File: config.mk
export PLATFORM = sky130hd
export DESIGN_NAME = ppg_vitals_smoother
export DESIGN_NICKNAME = d
export VERILOG_FILES = /design/src/rtl/ppg_pkg.sv /design/src/rtl/ppg_ring_avg.sv /design/src/rtl/ppg_vitals_smoother.sv
export SDC_FILE = /design/constraint.sdc
export NUM_CORES = 1
export LEC_CHECK = 0
export ABC_CLOCK_PERIOD_IN_PS = 17700
export CAP_MARGIN = 20
export CORE_MARGIN = 10
export CORE_UTILIZATION = 60
export CTS_CLUSTER_SIZE = 20
export DETAILED_ROUTE_END_ITERATION = 8
export GPL_TIMING_DRIVEN = 0
export PLACE_DENSITY_LB_ADDON = 0.1
export SETUP_SLACK_MARGIN = 0.05
export SYNTH_ARGS = -nofsm -noshare
export SYNTH_HDL_FRONTEND = slang
export SYNTH_SLANG_ARGS = --single-unit
File: constraint.sdc
create_clock -name clk -period 17.7 [get_ports clk]
set_clock_uncertainty 0.15 [all_clocks]
set_input_delay 3.54 -clock clk [delete_from_list [all_inputs] [get_ports clk]]
set_output_delay 3.54 -clock clk [all_outputs]
set_load 0.02 [all_outputs]
File: src/rtl/ppg_pkg.sv
// Shared constants for the PPG vitals smoother: state encoding and plausibility limits.
package ppg_pkg;

    localparam logic [1:0] ST_NO_FINGER = 2'd0;
    localparam logic [1:0] ST_ACQUIRE   = 2'd1;
    localparam logic [1:0] ST_TRACK     = 2'd2;
    localparam logic [1:0] ST_LOST      = 2'd3;

    localparam int HR_MIN       = 40;
    localparam int HR_MAX       = 200;
    localparam int SPO2_MIN     = 70;
    localparam int SPO2_MAX     = 100;
    localparam int REJECT_LIMIT = 3;

    function automatic logic is_plausible(input logic [7:0] bpm, input logic [7:0] spo2);
        return (bpm >= 8'(HR_MIN)) && (bpm <= 8'(HR_MAX)) &&
               (spo2 >= 8'(SPO2_MIN)) && (spo2 <= 8'(SPO2_MAX));
    endfunction

endpackage

File: src/rtl/ppg_ring_avg.sv
// 8-bit ring buffer with running sum and registered average; flush empties the
// buffer, clear additionally zeroes the published average.
module ppg_ring_avg #(
    parameter int DEPTH_LOG2 = 3
) (
    input  logic       clk,
    input  logic       rst,
    input  logic       flush,
    input  logic       clear,
    input  logic       wr_en,
    input  logic [7:0] wr_data,
    input  logic       emit,
    output logic [7:0] avg,
    output logic       valid
);
    import ppg_pkg::*;

    localparam int DEPTH = 1 << DEPTH_LOG2;
    localparam int SW    = 8 + DEPTH_LOG2;

    logic [7:0]            mem [DEPTH];
    logic [DEPTH_LOG2-1:0] wr_ptr;
    logic [SW-1:0]         sum;
    logic                  emit_q;

    always_ff @(posedge clk or posedge rst) begin
        if (rst) begin
            for (int i = 0; i < DEPTH; i++) mem[i] <= '0;
            wr_ptr <= '0;
            sum    <= '0;
            emit_q <= 1'b0;
            avg    <= '0;
            valid  <= 1'b0;
        end else begin
            valid  <= 1'b0;
            emit_q <= emit & ~clear;
            // A flush may carry a write: that beat becomes entry 0 of the new buffer.
            if (flush) begin
                for (int i = 0; i < DEPTH; i++) mem[i] <= '0;
                if (wr_en) begin
                    mem[0] <= wr_data;
                    sum    <= SW'(wr_data);
                    wr_ptr <= DEPTH_LOG2'(1);
                end else begin
                    sum    <= '0;
                    wr_ptr <= '0;
                end
            end else if (wr_en) begin
                mem[wr_ptr] <= wr_data;
                sum         <= sum + SW'(wr_data) - SW'(mem[wr_ptr]);
                wr_ptr      <= wr_ptr + 1'b1;
            end
            if (clear) begin
                avg <= '0;
            end else if (emit_q) begin
                avg   <= 8'(sum >> DEPTH_LOG2);
                valid <= 1'b1;
            end
        end
    end

endmodule

File: src/rtl/ppg_vitals_smoother.sv
// Finger-presence FSM, beat qualification and moving-average HR/SpO2 reporting.
// Optional PPG_OUTLIER_REJECT_EN enables the TRACK jump check and reject flush.
module ppg_vitals_smoother #(
    parameter int                  DC_WIDTH        = 18,
    parameter int                  DEPTH_LOG2      = 3,
    parameter logic [DC_WIDTH-1:0] DC_MIN          = 18'd50000,
    parameter int                  TIMEOUT_SAMPLES = 400,
    parameter int                  MAX_JUMP        = 20
) (
    input  logic                clk,
    input  logic                rst,
    input  logic                i_sample_valid,
    input  logic [DC_WIDTH-1:0] i_dc_level,
    input  logic                i_beat_pulse,
    input  logic [7:0]          i_bpm,
    input  logic [7:0]          i_spo2,
    output logic [7:0]          o_hr,
    output logic [7:0]          o_spo2,
    output logic [1:0]          o_state,
    output logic                o_finger_on,
    output logic                o_valid
);
    import ppg_pkg::*;

    localparam int DEPTH = 1 << DEPTH_LOG2;
    localparam int TW    = $clog2(TIMEOUT_SAMPLES + 1);
    localparam int FW    = DEPTH_LOG2 + 1;

    logic [1:0]    state_q, state_d;
    logic [FW-1:0] fill_q, fill_d;
    logic [TW-1:0] tmo_q, tmo_d;
    logic          finger_lost, finger_seen, plausible, tmo_expire, accept_ok;
    logic          wr_en, flush, clear, emit;
    logic [7:0]    diff;
    logic          hr_valid, spo2_valid;

    assign finger_lost = i_sample_valid && (i_dc_level < DC_MIN);
    assign finger_seen = i_sample_valid && (i_dc_level >= DC_MIN);
    assign plausible   = i_beat_pulse && is_plausible(i_bpm, i_spo2) && !finger_lost;
    assign tmo_expire  = i_sample_valid && (tmo_q == TW'(1));
    assign diff        = (i_bpm >= o_hr) ? (i_bpm - o_hr) : (o_hr - i_bpm);

`ifdef PPG_OUTLIER_REJECT_EN
    logic [1:0] rej_q, rej_d;
    assign accept_ok = (int'(diff) <= MAX_JUMP);
`else
    assign accept_ok = 1'b1;
`endif

    always_comb begin
        state_d = state_q;
        fill_d  = fill_q;
        tmo_d   = tmo_q;
        wr_en   = 1'b0;
        flush   = 1'b0;
        clear   = 1'b0;
        emit    = 1'b0;
`ifdef PPG_OUTLIER_REJECT_EN
        rej_d   = rej_q;
`endif
        if ((state_q == ST_ACQUIRE || state_q == ST_TRACK) && i_sample_valid && tmo_q != '0)
            tmo_d = tmo_q - 1'b1;
        case (state_q)
            ST_NO_FINGER: begin
                flush  = 1'b1;
                clear  = 1'b1;
                fill_d = '0;
                if (finger_seen) begin
                    state_d = ST_ACQUIRE;
                    tmo_d   = TW'(TIMEOUT_SAMPLES);
                end
            end
            ST_ACQUIRE: begin
                if (plausible) begin
                    wr_en  = 1'b1;
                    tmo_d  = TW'(TIMEOUT_SAMPLES);
                    fill_d = fill_q + 1'b1;
                    if (fill_q == FW'(DEPTH - 1)) begin
                        state_d = ST_TRACK;
                        emit    = 1'b1;
                    end
                end else if (tmo_expire) begin
                    state_d = ST_LOST;
                end
            end
            ST_TRACK: begin
                if (plausible && accept_ok) begin
                    wr_en = 1'b1;
                    emit  = 1'b1;
                    tmo_d = TW'(TIMEOUT_SAMPLES);
`ifdef PPG_OUTLIER_REJECT_EN
                    rej_d = '0;
`endif
                end else begin
`ifdef PPG_OUTLIER_REJECT_EN
                    if (plausible) begin
                        if (rej_q == 2'(REJECT_LIMIT - 1)) begin
                            state_d = ST_ACQUIRE;
                            flush   = 1'b1;
                            fill_d  = '0;
                            rej_d   = '0;
                        end else begin
                            rej_d = rej_q + 1'b1;
                        end
                    end
`endif
                    if (tmo_expire) state_d = ST_LOST;
                end
            end
            default: begin
                if (plausible) begin
                    state_d = ST_ACQUIRE;
                    flush   = 1'b1;
                    wr_en   = 1'b1;
                    fill_d  = FW'(1);
                    tmo_d   = TW'(TIMEOUT_SAMPLES);
                end
            end
        endcase
        // Finger removal overrides everything, including a beat in the same cycle.
        if (finger_lost) begin
            state_d = ST_NO_FINGER;
            wr_en   = 1'b0;
            emit    = 1'b0;
            flush   = 1'b1;
            clear   = 1'b1;
            fill_d  = '0;
            tmo_d   = '0;
        end
`ifdef PPG_OUTLIER_REJECT_EN
        if (finger_lost || state_q == ST_NO_FINGER || state_q == ST_LOST) rej_d = '0;
`endif
    end

    always_ff @(posedge clk or posedge rst) begin
        if (rst) begin
            state_q     <= ST_NO_FINGER;
            fill_q      <= '0;
            tmo_q       <= '0;
            o_finger_on <= 1'b0;
`ifdef PPG_OUTLIER_REJECT_EN
            rej_q       <= '0;
`endif
        end else begin
            state_q <= state_d;
            fill_q  <= fill_d;
            tmo_q   <= tmo_d;
            if (i_sample_valid) o_finger_on <= finger_seen;
`ifdef PPG_OUTLIER_REJECT_EN
            rej_q   <= rej_d;
`endif
        end
    end

    ppg_ring_avg #(.DEPTH_LOG2(DEPTH_LOG2)) u_bpm_avg (
        .clk(clk), .rst(rst), .flush(flush), .clear(clear), .wr_en(wr_en),
        .wr_data(i_bpm), .emit(emit), .avg(o_hr), .valid(hr_valid)
    );

    ppg_ring_avg #(.DEPTH_LOG2(DEPTH_LOG2)) u_spo2_avg (
        .clk(clk), .rst(rst), .flush(flush), .clear(clear), .wr_en(wr_en),
        .wr_data(i_spo2), .emit(emit), .avg(o_spo2), .valid(spo2_valid)
    );

    assign o_state = state_q;
    assign o_valid = hr_valid & spo2_valid;

endmodule

==> run metrics <==
pwr dens=approximately 120 mW/mm^2; GP Congestion=0.903; Skew-Pair Late Insertion Delay=0.44 ns; fin. max-slew vios=0; Switching Share=38.2%; Worst Setup End Kind=flop; Setup TNS=0 ns; Pwr Total=0.00137 W; Avg WL per Cell=20.9 um; Pleak=5.36 nW; # setup viols final=0; initial antenna violation count=0; starting DRC count in detailed routing=1016; critical path fanouts, max=10; outcome=finished clean; port bufs=50; netlist area before placement=0.0104 mm^2; Clk network pwr share=27.9%; GRT Overall Usage=a little under a quarter; core area=roughly 0.017 mm^2; Mean Syn Cell Area=slightly above 10 um^2; Synth cell types=63; min-delay worst type=reg -> reg; CTS sink count=190; H-tree Lvls=4; Setup WS post-layout=10.69 ns; total gr overflow=0; unrepaired setup endpoints after global routing=no; drt pass-1 iters=5; syn nets=1105; Top Usage Layer GRT=met2; post-DP HPWL=19.5 mm; critical path data required time=17.84 ns; sequential fraction of the synthesis area=45.6%; top_reg_cell synth=dfrtp_1; number of global-route vias before repair=8217; final hold slack=0.328 ns; Post-CTS Setup Bufs=0; antenna cells=0; via/cell ratio=6.37; die area=0.0231 mm^2; Post-synth EDFFs=0; CTS Buf Count=17; Max-Cap Viols=0; startpoint types=input pin; fin crit share=about 40%; grt met2 use=a little over a third; DRT antenna net count=0; cts hold-fix bufs=0; Psw=between 0.0005 and 0.0006 W; Yosys reg bits=190; drt total wl=27.8 mm; largest net degree at the start of global routing=132; via count=8456; nets=approximately 1200; crit path kind=in -> reg; first-pass GRT wire length=45.0 mm; crit path time final=7.01 ns; CTS tree=built; Row Count=48; M1 GR Usage=33.1%; maximum clock frequency=about 140 MHz; FFs w/ async S/R, synth=100%; Worst-path clk slew=0.07 ns; Finished Layout Cells=1327; die width=around 150 um; top-area cell type share of the netlist area=approximately 46%; DRC viols=0; clock buffer depth=2; Comb pwr share=a little under two fifths; cells taking the most area after synthesis=dfrtp_1, a22o_1, ha_1, fa_1, inv_1; Initial Utilization=between 60% and 70%; yosys warns=0; peak supply drop=0.0789 mV; CP Data Arrival Time=7.15 ns; Die Ht=between 150 and 200 um; Int Pwr=0.000849 W; placed insts=1295; Post-CTS Resized=0; Synth area leader=dfrtp_1; fraction of layout cells with a size suffix above 1=6.90%; met3 GRT Util=5.87%; Syn Inst Count=1019; # IOs=between 50 and 60; DP Worst Slack=approximately 10 ns; Fillers=1334; worst slew pin tran=a little under 0.9 ns; Slew HR=40.9%; final hold vios=0; CTS root buffer=clkbuf_16; Reg power frac=35.1%; synthesis-to-finish area growth=13.5%
## state kept, by name, summed over array words and instances, names as in the netlist, 2 cells and up
signal,count
fill_q,4
o_state,2
tmo_q,9
u_bpm_avg.avg,8
u_bpm_avg.mem,64
u_bpm_avg.sum,11
u_bpm_avg.wr_ptr,3
u_spo2_avg.avg,8
u_spo2_avg.mem,64
u_spo2_avg.sum,11
u_spo2_avg.wr_ptr,3
## cell families after synthesis
kind of cell / Yosys count / share of synthesized area [%]
AOI/OAI and AO/OA: 327 / 23.1
and+or+nand+nor: 225 / 11.0
DFF: 190 / 45.6
buffers and inverters: 162 / 6.16
adders and majority gates: 48 / 6.91
muxes: 45 / 5.41
xor gates and xnor gates: 22 / 1.85
## metal layers
metal / part of all wire, % / vias to the layer above
li1: - / 3849
met1: 45 / 4192
met2: 46 / 381
met3: 8.2 / 34
met4: 1.3 / 0
met5: 0 / -
## layout make-up
class                      instances  area (um^2)  share of cell area, %
timing repair buffer              51          528                   4.46
inverter                          82          315                   2.66
sequential                       190         4750                   40.1
buffer                            80          335                   2.83
tap                              225          282                   2.38
multi-input combinational        667         5040                   42.6
clock buffer                      19          453                   3.82
clock inverter                    13          131                   1.11
## critical path, cell delays in order
cell and delay (ns):
clkdlybuf4s50_1 0.51, clkbuf_1 0.50, inv_1 0.14, fa_1 0.56, inv_1 0.05, ha_1 0.35
and3_1 0.19, a221o_1 0.36, o41ai_1 0.47, o21ai_0 0.21, xnor2_1 0.16, o22ai_1 0.10
## Yosys cell counts (4+ instances only)
master,count
mux2i_1,26
o21a_1,7
and2_1,13
buf_1,10
and2_0,5
and3_1,18
nor2b_1,10
o211ai_1,6
o21ai_0,39
fa_1,16
nor3b_1,4
nand2b_1,8
ha_1,32
nand3_1,14
mux4_2,8
a21o_1,11
or3_1,6
o21bai_1,4
clkbuf_1,57
nor3_1,17
nor2_1,69
buf_2,10
nand2_1,41
a22o_1,115
a21oi_1,47
mux2_2,11
inv_1,82
xor2_1,10
xnor2_1,12
a31oi_1,9
a22oi_1,12
o22ai_1,19
a211oi_1,14
a221o_1,6
dfrtp_1,190
a221oi_1,10
nand4_1,5
## placed cells by master, fill, tap and decap left out, types with 5 or more instances in the layout
cell type	count
buf_1	10
a221o_1	6
nor2b_1	10
a21o_1	11
inv_1	81
and2_1	13
nand2_1	41
xnor2_1	12
xor2_1	10
and3_1	18
clkbuf_1	57
fa_1	16
o21ai_0	39
clkdlybuf4s50_1	50
mux2i_1	26
a31oi_1	9
a21oi_1	47
mux2_2	11
dfrtp_1	190
o22ai_1	19
nand3_1	14
a211oi_1	14
nand2b_1	8
nor2_1	69
mux4_2	8
nor3_1	16
or3_1	6
clkbuf_16	17
buf_2	10
nand4_1	5
a221oi_1	10
ha_1	32
o211ai_1	6
o21a_1	7
a22o_1	115
and2_0	5
a22oi_1	12
## path summary, 6_finish.rpt
path | startpoint | endpoint | slack [ns] | cells past startpoint
setup / recovery | i_bpm[3] | u_bpm_avg.sum[9] | 10.69 | 12
hold / removal | u_spo2_avg.mem[54] | u_spo2_avg.mem[54] | 0.33 | 1
setup reg to reg | u_bpm_avg.wr_ptr[2] | u_bpm_avg.sum[10] | 12.14 | 16
hold reg to reg | u_spo2_avg.mem[54] | u_spo2_avg.mem[54] | 0.33 | 1
max in group asynchronous | rst | u_spo2_avg.mem[29] | 13.03 | 3
min in group asynchronous | rst | u_bpm_avg.avg[5] | 3.37 | 2
## power groups by stage
stage                     logic [W]  clock network [W]  registers (W)
after global placement     0.000484                  0       0.000489
after detailed placement   0.000495                  0       0.000489
final                      0.000508           0.000383       0.000482
after CTS                  0.000500           0.000386       0.000481
after floorplan            0.000367                  0       0.000486
after global routing       0.000563           0.000401       0.000485
## stage by stage
| stage | cell area, um^2 | utilization [%] |
|---|---|---|
| CTS | 11800 | 68.9 |
| floorplan | 10400 | - |
| detailed placement | 11300 | 65.5 |
| global route | 11800 | 68.9 |
| finish | 11800 | 68.9 |
| global placement | 11200 | 65.3 |
(Power assumes the default switching activity.)
